--- src/rtl/single_log2_iter.sv ---
// rtl/single_log2_iter.sv - iterative binary32 log2 using serial mantissa squaring
module single_log2_iter #(
    parameter int FRAC_BITS = 23
) (
    input  logic        clk,
    input  logic        rstn,
    input  logic        in_valid,
    output logic        in_ready,
    input  logic [31:0] a,
    output logic        out_valid,
    output logic [31:0] c
);

    localparam int VW = 9 + FRAC_BITS;
    localparam int KW = 5;
    localparam int CW = 5;

    localparam logic [1:0] SP_NONE = 2'd0;
    localparam logic [1:0] SP_NINF = 2'd1;
    localparam logic [1:0] SP_NAN  = 2'd2;
    localparam logic [1:0] SP_PINF = 2'd3;

    typedef enum logic [1:0] {IDLE, ITER, NORM} state_t;

    state_t                 state, state_nxt;
    logic [CW-1:0]          cnt;
    logic [8:0]             e_reg;
    logic [23:0]            m_reg;
    logic [FRAC_BITS-1:0]   frac_reg;
    logic [1:0]             spec_reg;
    logic [1:0]             spec_in;
    logic [47:0]            sq;
    logic [VW-1:0]          v_bits;
    logic [VW-1:0]          mag;
    logic [KW-1:0]          k;
    logic [KW-1:0]          sh;
    logic [VW+22:0]         wide_sh;
    logic [7:0]             exp_f;
    logic [31:0]            norm_c;
    logic [31:0]            res;
    logic                   unused_bits;

    assign in_ready = (state == IDLE) & rstn;

    always_ff @(posedge clk) begin
        if (!rstn) state <= IDLE;
        else       state <= state_nxt;
    end

    always_comb begin
        state_nxt = state;
        case (state)
            IDLE: if (in_valid) state_nxt = ITER;
            ITER: if (cnt == CW'(FRAC_BITS - 1)) state_nxt = NORM;
            NORM: state_nxt = IDLE;
            default: state_nxt = IDLE;
        endcase
    end

    // Special operands still run the full iteration so latency never varies.
    always_comb begin
        spec_in = SP_NONE;
        if (a[30:23] == 8'd0)
            spec_in = SP_NINF;
        else if (a[30:23] == 8'hFF) begin
            if (a[22:0] != 23'd0 || a[31]) spec_in = SP_NAN;
            else                           spec_in = SP_PINF;
        end else if (a[31])
            spec_in = SP_NAN;
    end

    assign sq = {24'd0, m_reg} * {24'd0, m_reg};

    // {E, frac} is already E*2^FRAC_BITS + frac because frac is non-negative.
    assign v_bits = {e_reg, frac_reg};
    assign mag    = v_bits[VW-1] ? (~v_bits + 1'b1) : v_bits;

    always_comb begin
        k = '0;
        for (int i = 0; i < VW; i++)
            if (mag[i]) k = KW'(i);
    end

    assign sh      = KW'(VW - 1) - k;
    assign wide_sh = {mag, 23'd0} << sh;
    assign exp_f   = 8'(127 - FRAC_BITS) + {3'd0, k};
    assign norm_c  = (mag == '0) ? 32'd0 : {v_bits[VW-1], exp_f, wide_sh[VW+21 -: 23]};

    always_comb begin
        case (spec_reg)
            SP_NINF: res = 32'hFF80_0000;
            SP_NAN:  res = 32'h7FC0_0000;
            SP_PINF: res = 32'h7F80_0000;
            default: res = norm_c;
        endcase
    end

    assign unused_bits = ^{sq[22:0], wide_sh[VW+22], wide_sh[VW-2:0]};

    always_ff @(posedge clk) begin
        if (!rstn) begin
            cnt       <= '0;
            out_valid <= 1'b0;
            c         <= 32'd0;
            e_reg     <= '0;
            m_reg     <= '0;
            frac_reg  <= '0;
            spec_reg  <= SP_NONE;
        end else begin
            out_valid <= 1'b0;
            case (state)
                IDLE: begin
                    if (in_valid) begin
                        e_reg    <= {1'b0, a[30:23]} - 9'd127;
                        m_reg    <= {1'b1, a[22:0]};
                        spec_reg <= spec_in;
                        frac_reg <= '0;
                        cnt      <= '0;
                    end
                end
                ITER: begin
                    cnt      <= cnt + 1'b1;
                    frac_reg <= {frac_reg[FRAC_BITS-2:0], sq[47]};
                    m_reg    <= sq[47] ? sq[47:24] : sq[46:23];
                end
                NORM: begin
                    c         <= res;
                    out_valid <= 1'b1;
                end
                default: ;
            endcase
        end
    end

endmodule

--- config.mk ---
export PLATFORM = sky130hd
export DESIGN_NAME = single_log2_iter
export DESIGN_NICKNAME = d
export VERILOG_FILES = /design/src/rtl/single_log2_iter.sv
export SDC_FILE = /design/constraint.sdc
export NUM_CORES = 1
export LEC_CHECK = 0
export BUFFER_PORTS_ARGS = -buffer_cell sky130_fd_sc_hd__clkbuf_2
export CAP_MARGIN = 30
export CORE_ASPECT_RATIO = 0.7
export CORE_MARGIN = 2
export CORE_UTILIZATION = 40
export DETAILED_ROUTE_END_ITERATION = 8
export PLACE_DENSITY = 0.55
export SLEW_MARGIN = 20
export SYNTH_ARGS = -nofsm -noshare
export SYNTH_HDL_FRONTEND = slang
export SYNTH_SLANG_ARGS = --single-unit
--- constraint.sdc ---
create_clock -name clk -period 11 [get_ports clk]
set_clock_uncertainty 0.1 [all_clocks]
set_input_delay 3.3 -clock clk [delete_from_list [all_inputs] [get_ports clk]]
set_output_delay 3.3 -clock clk [all_outputs]
set_load 0.01 [all_outputs]
==> results.yml, run 1 <==
drt:
  vias: 17990
  drt_iter0_drc: 1521
  wirelength_um: 66760
  wl_per_cell_um: 20.04
  ant_nets: 0
  drt-pass1-iter-count: 7
  drc: 0
  vias_per_cell: 5.398
clock_network:
  cts.sinks: 97
  clockBufferDepth: 2
  h-tree-depth: 3
  cts_hold_buffers: 0
  cts_made_buffers: 9
  clock-root-buffer: "clkbuf_16"
  cts.repair.resized: 0
  clk_pin_slew_ns: 0.08
  post_cts_buffers: 0
  cts_tree: "built"
  clk_latency_ns: 0.38
setup_path:
  cpMostUsedCell: "fa_1"
  critPathMaxFanout: 17
  r2r-start: "m_reg[16]$_SDFFE_PN0P_"
  cp.required_ns: 11.18
  cp.buffers_inverters: 6
  critPathTopFamily: "adder cells"
  worstSetupStartpoint: "m_reg[16]$_SDFFE_PN0P_"
  r2r_slack_ns: 1.78
  max_stage_delay_ns: 0.57
  endpoint_kind: "flop"
  critPathKind: "reg -> reg"
  cp-start-kind: "flop"
  slowest_stage: "clkinv_1"
  worstPathArrival_ns: 9.40
logic_synthesis:
  ys_ff_latch: 97
  async_flop_share_pct: 0
  yosysSeqAreaShare_pct: 8.508
  synth_ff_type: "dfxtp_1"
  syn_inst: 2580
  synth.cell_area_um2: 22820
  avgSynthCellArea_um2: 8.846
  yosysWarnings: 0
  synth.distinct_cells: 100
  synth_edf_count: 0
  syn_nets: 3215
sta:
  period_needed_ns: 9.219
  slew_violations: 0
  tightestPinTransition_ns: 1.042
  finalHoldViolations: 0
  fmax_mhz: 108.5
  slew-limit-headroom_pct: 30.00
  whs_ns: 0.3561
  fin_tns_setup_ns: 0
  finalSetupViolCount: 0
  post-route-period-util_pct: 83.81
  rsz0062_at_grt: "false"
finish:
  final_cell_mix: "inv_1 (519), fa_1 (422), nand2_1 (233), ha_1 (178), and2_1 (155)"
  n_fill_cell: 5555
  final_common_cell: "inv_1"
  drive_gt1_share_pct: 7.397
  syn2layout_area_growth_pct: 6.420
  nNetsFinal: 3212
  largest_reg_flops: 31
  diodes: 0
floorplanning:
  core_area_um2: 56630
  initial_core_util_pct: 40.30
  die_h_um: 203.9
  rows: 73
  fp.dieW_um: 289.5
  die-area_um2: 59010
  ios: 69
power_and_ir_drop:
  ir_drop_mv: 0.1049
  finalPower_mw: 3.881
  p_leak_nw: 12.10
  power_density_nw_per_um2: 159.8
grt:
  gr-total-overflow: 0
  antenna_found_initial: 1
  grt_pass1_wl_um: 108000
  grt_max_degree: 52
  grt_pass1_vias: 18730
  grt_usage_pct: 23.61
place:
  place_congestion: 0.9250
  hpwl_um: 54150
  io_buffer_count: 68
min_path:
  min-delay-start: "c[3]$_SDFFE_PN0P_"
  holdCritPathClass: "reg -> reg"
run_status:
  status: "completed"
run:
  drv_cap: 0
==> cell type report <==
cell class	count	area [µm²]	area share, %
repair buffers	114	728.2	2.998
clock buffers	10	239.0	0.9839
flip-flops and latches	97	1942	7.995
inverters	524	1967	8.098
well taps	750	938.4	3.864
multi-input cells	1831	18380	75.66
clock inverters	6	96.34	0.3967
==> final timing paths <==
path | to | cells past startpoint
max | m_reg[14]$_SDFFE_PN0P_ | 26
min | c[3]$_SDFFE_PN0P_ | 2
max reg2reg | m_reg[14]$_SDFFE_PN0P_ | 26
min reg2reg | c[3]$_SDFFE_PN0P_ | 2
==> cells by family (layout without fill, tap and decap cells) <==
kind of cell	after synthesis	in the layout	share of synthesized area [%]
xor gates and xnor gates	71	71	2.758
AOI/OAI and AO/OA	393	393	12.30
DFF	97	97	8.508
adders and majority gates	600	600	46.77
and+or+nand+nor	702	702	15.70
muxes	65	65	2.927
buffers and inverters	652	654	11.04
==> stage by stage <==
stage | worst slack (ns) | cells | utilization [%] | instance area (µm²)
floorplan | 3.186 | 2580 | - | 22820
global placement | 2.073 | 3309 | 42.13 | 23860
detailed placement | 1.965 | 3314 | 42.26 | 23930
CTS | 1.960 | 3330 | 42.86 | 24270
global route | 1.377 | 3332 | 42.89 | 24290
finish | 1.781 | 3332 | 42.89 | 24290
==> cell usage after synthesis (39+ instances only) <==
master,instances,area [µm²]
a21oi_1,71,355.3
and2_1,156,975.9
clkbuf_1,107,401.6
dfxtp_1,97,1942
fa_1,422,8448
ha_1,178,2227
inv_1,519,1948
mux2i_1,51,510.5
nand2_1,233,874.6
nand3_1,47,235.2
nor2_1,107,401.6
nor3_1,39,195.2
o21ai_0,71,355.3
xnor2_1,42,367.9
==> layer usage <==
| metal | vias to the layer above | track usage (%) | share of wire (%) |
|---|---|---|---|
| met4 | 0 | 3.022 | 0.90 |
| met3 | 45 | 3.962 | 7.0 |
| met1 | 9115 | 37.32 | 50 |
| met5 | - | 0 | 0 |
| li1 | 8239 | - | - |
| met2 | 588 | 34.32 | 42 |
==> report_power, final <==
group	leakage, nW	switching [mW]	internal (mW)	total (mW)
combinational	11.2	1.87	1.21	3.08
clock	0.162	0.160	0.209	0.369
sequential	0.789	0.0572	0.376	0.433
total	12.1	2.09	1.79	3.88
==> worst reg2reg max path: stages, from the launching register on <==
cell and delay, ns:
dfxtp_1 0.31, buf_4 0.36, clkinv_1 0.58, nor2_1 0.43, fa_1 0.50, fa_1 0.54
fa_1 0.45, fa_1 0.52, inv_1 0.06, fa_1 0.52, fa_1 0.50, inv_1 0.05
fa_1 0.43, ha_1 0.43, a21o_1 0.21, a221oi_1 0.33, o21ai_0 0.11, a21oi_1 0.52
o32ai_1 0.19, buf_4 0.19, a21boi_0 0.22, o211a_1 0.30, xor2_2 0.45, buf_4 0.30
o21ai_0 0.11, o41a_1 0.14, a41o_1 0.25
Power figures use the tool's default switching activity.
==> run 2: changes to the inputs <==
--- a/config.mk
+++ b/config.mk
@@ -11,7 +11,7 @@
 export CORE_MARGIN = 2
 export CORE_UTILIZATION = 40
 export DETAILED_ROUTE_END_ITERATION = 8
-export PLACE_DENSITY = 0.55
+export PLACE_DENSITY = 0.57
 export SLEW_MARGIN = 20
 export SYNTH_ARGS = -nofsm -noshare
 export SYNTH_HDL_FRONTEND = slang
==> constraint.sdc (replaced) <==
create_clock -name clk -period 7.8 [get_ports clk]
set_clock_uncertainty 0.1 [all_clocks]
set_input_delay 2.34 -clock clk [delete_from_list [all_inputs] [get_ports clk]]
set_output_delay 2.34 -clock clk [all_outputs]
set_load 0.01 [all_outputs]
==> run 2 against run 1 <==
Net effect: sequential share of layout area is 0.28 points lower; die area stayed put; critical path depth is 1 higher; design area is 6.9% higher; critical endpoint is now m_reg[18]$_SDFFE_PN0P_; via count is 3.2% higher; largest cell class unchanged; wire length is 3.3% higher.
==> results.yml, run 2 (synthesis gave the netlist of run 1 again) <==
finish:
  diodes: 0
  final_util_pct: 45.86
  nNetsFinal: 3384
  stdcell_area_um2: 25970
  final_cell_mix: "inv_1 (514), fa_1 (421), nand2_1 (231), buf_4 (193), ha_1 (176)"
  final_common_cell: "inv_1"
  largest_reg_flops: 31
  n_fill_cell: 5500
  drive_gt1_share_pct: 15.36
  syn2layout_area_growth_pct: 13.80
run_status:
  status: "completed"
floorplanning:
  core_area_um2: 56630
  initial_core_util_pct: 40.30
  fp.dieW_um: 289.5
  ios: 69
  die-area_um2: 59010
  rows: 73
  die_h_um: 203.9
sta:
  fin_ws_ns: 0.2050
  finalHoldViolations: 0
  tightestPinTransition_ns: 1.037
  fmax_mhz: 131.7
  period_needed_ns: 7.595
  slew_violations: 0
  slew-limit-headroom_pct: 30.36
  post-route-period-util_pct: 97.37
  finalSetupViolCount: 0
  fin_tns_setup_ns: 0
setup_path:
  endpoint_kind: "flop"
  max_stage_delay_ns: 0.53
  critPathKind: "reg -> reg"
  worstPathArrival_ns: 7.74
  critPathMaxFanout: 6
  cpMostUsedCell: "fa_1"
  slowest_stage: "fa_1"
  cp.required_ns: 7.95
  cp-start-kind: "flop"
grt:
  antenna_found_initial: 2
  gr-total-overflow: 0
  grt_usage_pct: 24.09
  grt_max_degree: 54
  grt_pass1_vias: 19100
  grt_pass1_wl_um: 110300
clock_network:
  clk_latency_ns: 0.38
  clk_pin_slew_ns: 0.08
  cts_made_buffers: 9
  cts_tree: "built"
  cts.sinks: 97
  clock-root-buffer: "clkbuf_16"
  clockBufferDepth: 2
  h-tree-depth: 3
place:
  io_buffer_count: 68
  postPlaceCellArea_um2: 25190
  hpwl_um: 58160
  pre_cts_slack_ns: -0.5601
  place_congestion: 0.9619
min_path:
  holdCritPathClass: "reg -> reg"
drt:
  vias: 18570
  drt_iter0_drc: 1506
  wl_per_cell_um: 19.68
  drc: 0
  wirelength_um: 68960
  drt-pass1-iter-count: 5
  ant_nets: 0
  vias_per_cell: 5.299
power_and_ir_drop:
  p_sw_mw: 3.179
  power_density_nw_per_um2: 236.2
  p_sw_share_pct: 51.82
  seq_power_share_pct: 9.9
  ir_drop_mv: 0.2595
  power_frac_comb_pct: 82.5
  p_leak_nw: 13.04
  p_int_mw: 2.956
  power_frac_clock_pct: 7.5
run:
  drv_cap: 0
run 2: worst paths after layout:
check	from	to	slack, ns	cells after the start
max	m_reg[16]$_SDFFE_PN0P_	m_reg[18]$_SDFFE_PN0P_	0.21	27
min	c[5]$_SDFFE_PN0P_	c[5]$_SDFFE_PN0P_	0.36	2
max reg2reg	m_reg[16]$_SDFFE_PN0P_	m_reg[18]$_SDFFE_PN0P_	0.21	27
min reg2reg	c[5]$_SDFFE_PN0P_	c[5]$_SDFFE_PN0P_	0.36	2
run 2: repair_timing:
| action | CTS | global route |
|---|---|---|
| setup endpoints to repair | 25 | 25 |
| pin swaps | 8 | 28 |
| buffers inserted | 1 | 15 |
| hold buffers | 0 | 0 |
| gates resized for setup | 28 | 81 |
run 2: cell type report:
cell class	instances	area, µm²	share of cell area (%)
clock buffer	12	246.5	0.9490
inverter	524	1972	7.592
multi-input combinational	1831	18590	71.56
tap	750	938.4	3.613
sequential	97	2003	7.713
clock inverter	4	35.03	0.1349
timing repair buffer	286	2191	8.435
run 2: power by group through the flow:
stage / registers (mW) / logic (mW) / clock network [mW]
2_1_floorplan: 0.573 / 3.14 / 0
3_3_place_gp: 0.606 / 4.67 / 0
3_5_place_dp: 0.609 / 4.77 / 0
4_1_cts: 0.602 / 4.85 / 0.480
5_1_grt: 0.613 / 5.69 / 0.491
6_report: 0.610 / 5.06 / 0.463
run 2: routing by layer:
layer,global-route usage (%),part of all wire (%),up-vias
met3,2.857,6.5,58
met2,35.18,42,571
met5,0,0,-
met1,38.41,50,9349
li1,-,-,8590
met4,3.846,1.3,0
run 2: per-stage QoR:
step	total power, mW	hold slack [ns]	cells
after global placement	5.278	0.3423	3474
final	6.135	0.3579	3504
after CTS	5.936	0.3631	3491
after floorplan	3.717	0.3606	2580
after global routing	6.791	0.3789	3504
after detailed placement	5.377	0.3457	3474
run 2: critical path, delay by kind of cell, from the launching register on:
kind / cells / cell delay (ns)
flip-flops: 1 / 0.43
AND/OR/NAND/NOR: 3 / 0.68
buffers and inverters: 6 / 0.78
adder cells (fa/ha/maj): 8 / 3.77
AO/OA/AOI/OAI: 9 / 1.54
XOR/XNOR: 1 / 0.15
==> run 3: changes to the inputs <==
--- a/config.mk
+++ b/config.mk
@@ -11,7 +11,6 @@
 export CORE_MARGIN = 2
 export CORE_UTILIZATION = 40
 export DETAILED_ROUTE_END_ITERATION = 8
-export PLACE_DENSITY = 0.57
 export SLEW_MARGIN = 20
 export SYNTH_ARGS = -nofsm -noshare
 export SYNTH_HDL_FRONTEND = slang
==> run 3 against run 2 <==
Net effect: non-clock buffer count rose by 2; worst hold slack improved by 0.0045 ns; critical path depth did not move; clock-buffer cell count rose by 1; critical path type unchanged; register-to-register slack got worse by 0.02 ns; flip-flop and latch count did not move; highest routed layer unchanged; first-iteration DRC count rose by 2.1%; utilization fell by 0.11 points; clock power rose by 7.3%.
==> results.yml, run 3 (synthesis gave the netlist of run 1 again) <==
run_status:
  status: "completed"
finish:
  nNetsFinal: 3386
  largest_reg_flops: 31
  register_area_um2: 1992
  drive_gt1_share_pct: 15.64
  diodes: 0
  multi_input_area_um2: 18610
  syn2layout_area_growth_pct: 13.52
  n_fill_cell: 5449
  final_common_cell: "inv_1"
  final_util_pct: 45.75
  final_cell_mix: "inv_1 (516), fa_1 (413), nand2_1 (232), buf_4 (207), ha_1 (173)"
  stdcell_count: 3506
clock_network:
  clockBufferDepth: 2
  clock-root-buffer: "clkbuf_16"
  h-tree-depth: 3
  clk_pin_slew_ns: 0.08
  cts_tree: "built"
  cts_made_buffers: 9
  clk_latency_ns: 0.38
  cts.sinks: 97
  cts_hold_buffers: 0
floorplanning:
  initial_core_util_pct: 40.30
  core_area_um2: 56630
  fp.dieW_um: 289.5
  ios: 69
  die_h_um: 203.9
  die-area_um2: 59010
  rows: 73
sta:
  fmax_mhz: 131.3
  fin_ws_ns: 0.1836
  period_needed_ns: 7.616
  slew-limit-headroom_pct: 38.03
  finalHoldViolations: 0
  tightestPinTransition_ns: 0.9266
  slew_violations: 0
  post-route-period-util_pct: 97.65
  whs_ns: 0.3624
  fin_tns_setup_ns: 0
  finalSetupViolCount: 0
grt:
  grt_use_met2_pct: 35.61
  antenna_found_initial: 0
  grt_use_met3_pct: 5.703
  use_met1_pct: 35.58
  grt_pass1_wl_um: 109300
  grt_pass1_vias: 19420
  busiest_layer: "met2"
  grt_usage_pct: 23.93
  grt_max_degree: 54
  gr-total-overflow: 0
drt:
  wirelength_um: 68120
  vias: 18600
  ant_nets: 0
  vias_per_cell: 5.305
  drt_iter0_drc: 1537
  drt-pass1-iter-count: 7
  wl_per_cell_um: 19.43
  drc: 0
setup_path:
  cp.required_ns: 7.92
  critPathKind: "reg -> reg"
  cp-start-kind: "flop"
  worstPathArrival_ns: 7.74
  endpoint_kind: "flop"
  critPathMaxFanout: 6
power_and_ir_drop:
  power_frac_comb_pct: 81.7
  power_density_nw_per_um2: 236.6
  power_frac_clock_pct: 8.1
  p_sw_mw: 3.142
  seq_power_share_pct: 10.2
  p_sw_share_pct: 51.27
  p_leak_nw: 13.00
  p_int_mw: 2.987
  ir_drop_mv: 0.2998
run:
  drv_cap: 0
place:
  dp_cells: 3489
  io_buffer_count: 68
  hpwl_um: 58100
  pre_cts_slack_ns: -0.4958
  place_congestion: 0.9633
min_path:
  holdCritPathClass: "reg -> reg"
run 3: cell count changes in the layout (fill, tap and decap cells not counted), sizes merged:
cell	delta
buf	+2
clkinvlp	+2
clkbuf	+1
clkinv	-3
inv	-1
bufinv	+1
run 3: path summary, 6_finish.rpt:
path	startpoint	to	slack [ns]	depth (start not counted)
max	m_reg[12]$_SDFFE_PN0P_	m_reg[3]$_SDFFE_PN0P_	0.18	27
min	c[6]$_SDFFE_PN0P_	c[6]$_SDFFE_PN0P_	0.36	2
max reg2reg	m_reg[12]$_SDFFE_PN0P_	m_reg[3]$_SDFFE_PN0P_	0.18	27
min reg2reg	c[6]$_SDFFE_PN0P_	c[6]$_SDFFE_PN0P_	0.36	2
run 3: final cells by class:
| class | instances | area share, % |
|---|---|---|
| clock buffers | 13 | 1.043 |
| multi-input cells | 1831 | 71.84 |
| well taps | 750 | 3.622 |
| clock inverters | 3 | 0.1787 |
| repair buffers | 288 | 8.026 |
| inverters | 524 | 7.606 |
| flip-flops and latches | 97 | 7.688 |
run 3: power groups by stage:
stage / registers (mW) / clock network [mW] / logic [mW]
after floorplan: 0.573 / 0 / 3.14
after global placement: 0.619 / 0 / 4.62
after detailed placement: 0.621 / 0 / 4.73
after CTS: 0.612 / 0.511 / 4.79
after global routing: 0.629 / 0.526 / 5.66
final: 0.627 / 0.497 / 5.01
run 3: repair_timing:
| action | in CTS | in global routing |
|---|---|---|
| setup buffers | 0 | 1 |
| setup endpoints to repair | 25 | 25 |
| resized for setup | 17 | 73 |
| gates cloned | 0 | 0 |
| pin swaps | 1 | 24 |
run 3: critical path, cell delays in order, from the launching register on:
cell and delay, ns:
dfxtp_4 0.39, buf_4 0.15, inv_1 0.14, buf_4 0.19
nor2_1 0.05, buf_4 0.14, fa_1 0.48, inv_1 0.05
fa_1 0.48, fa_1 0.50, fa_1 0.58, fa_1 0.44
fa_1 0.55, inv_1 0.07, fa_1 0.48, ha_4 0.30
nand4_1 0.14, nor3_2 0.28, a21oi_4 0.11, o32ai_4 0.30
a21boi_2 0.10, o211a_1 0.26, buf_4 0.15, buf_4 0.13
xnor2_1 0.19, buf_4 0.19, nor3_1 0.06, a311oi_1 0.43
run 3: per-layer routing:
layer	vias up	wire, µm
met3	83	5484
met1	9304	32510
met4	0	1211
met5	-	0
li1	8586	-
met2	628	28910
run 3: metrics by stage:
step / cell area, µm² / power [mW]
6_report: 25910 / 6.129
3_3_place_gp: 25260 / 5.241
2_1_floorplan: 22830 / 3.717
3_5_place_dp: 25270 / 5.351
5_1_grt: 25910 / 6.818
4_1_cts: 25650 / 5.914
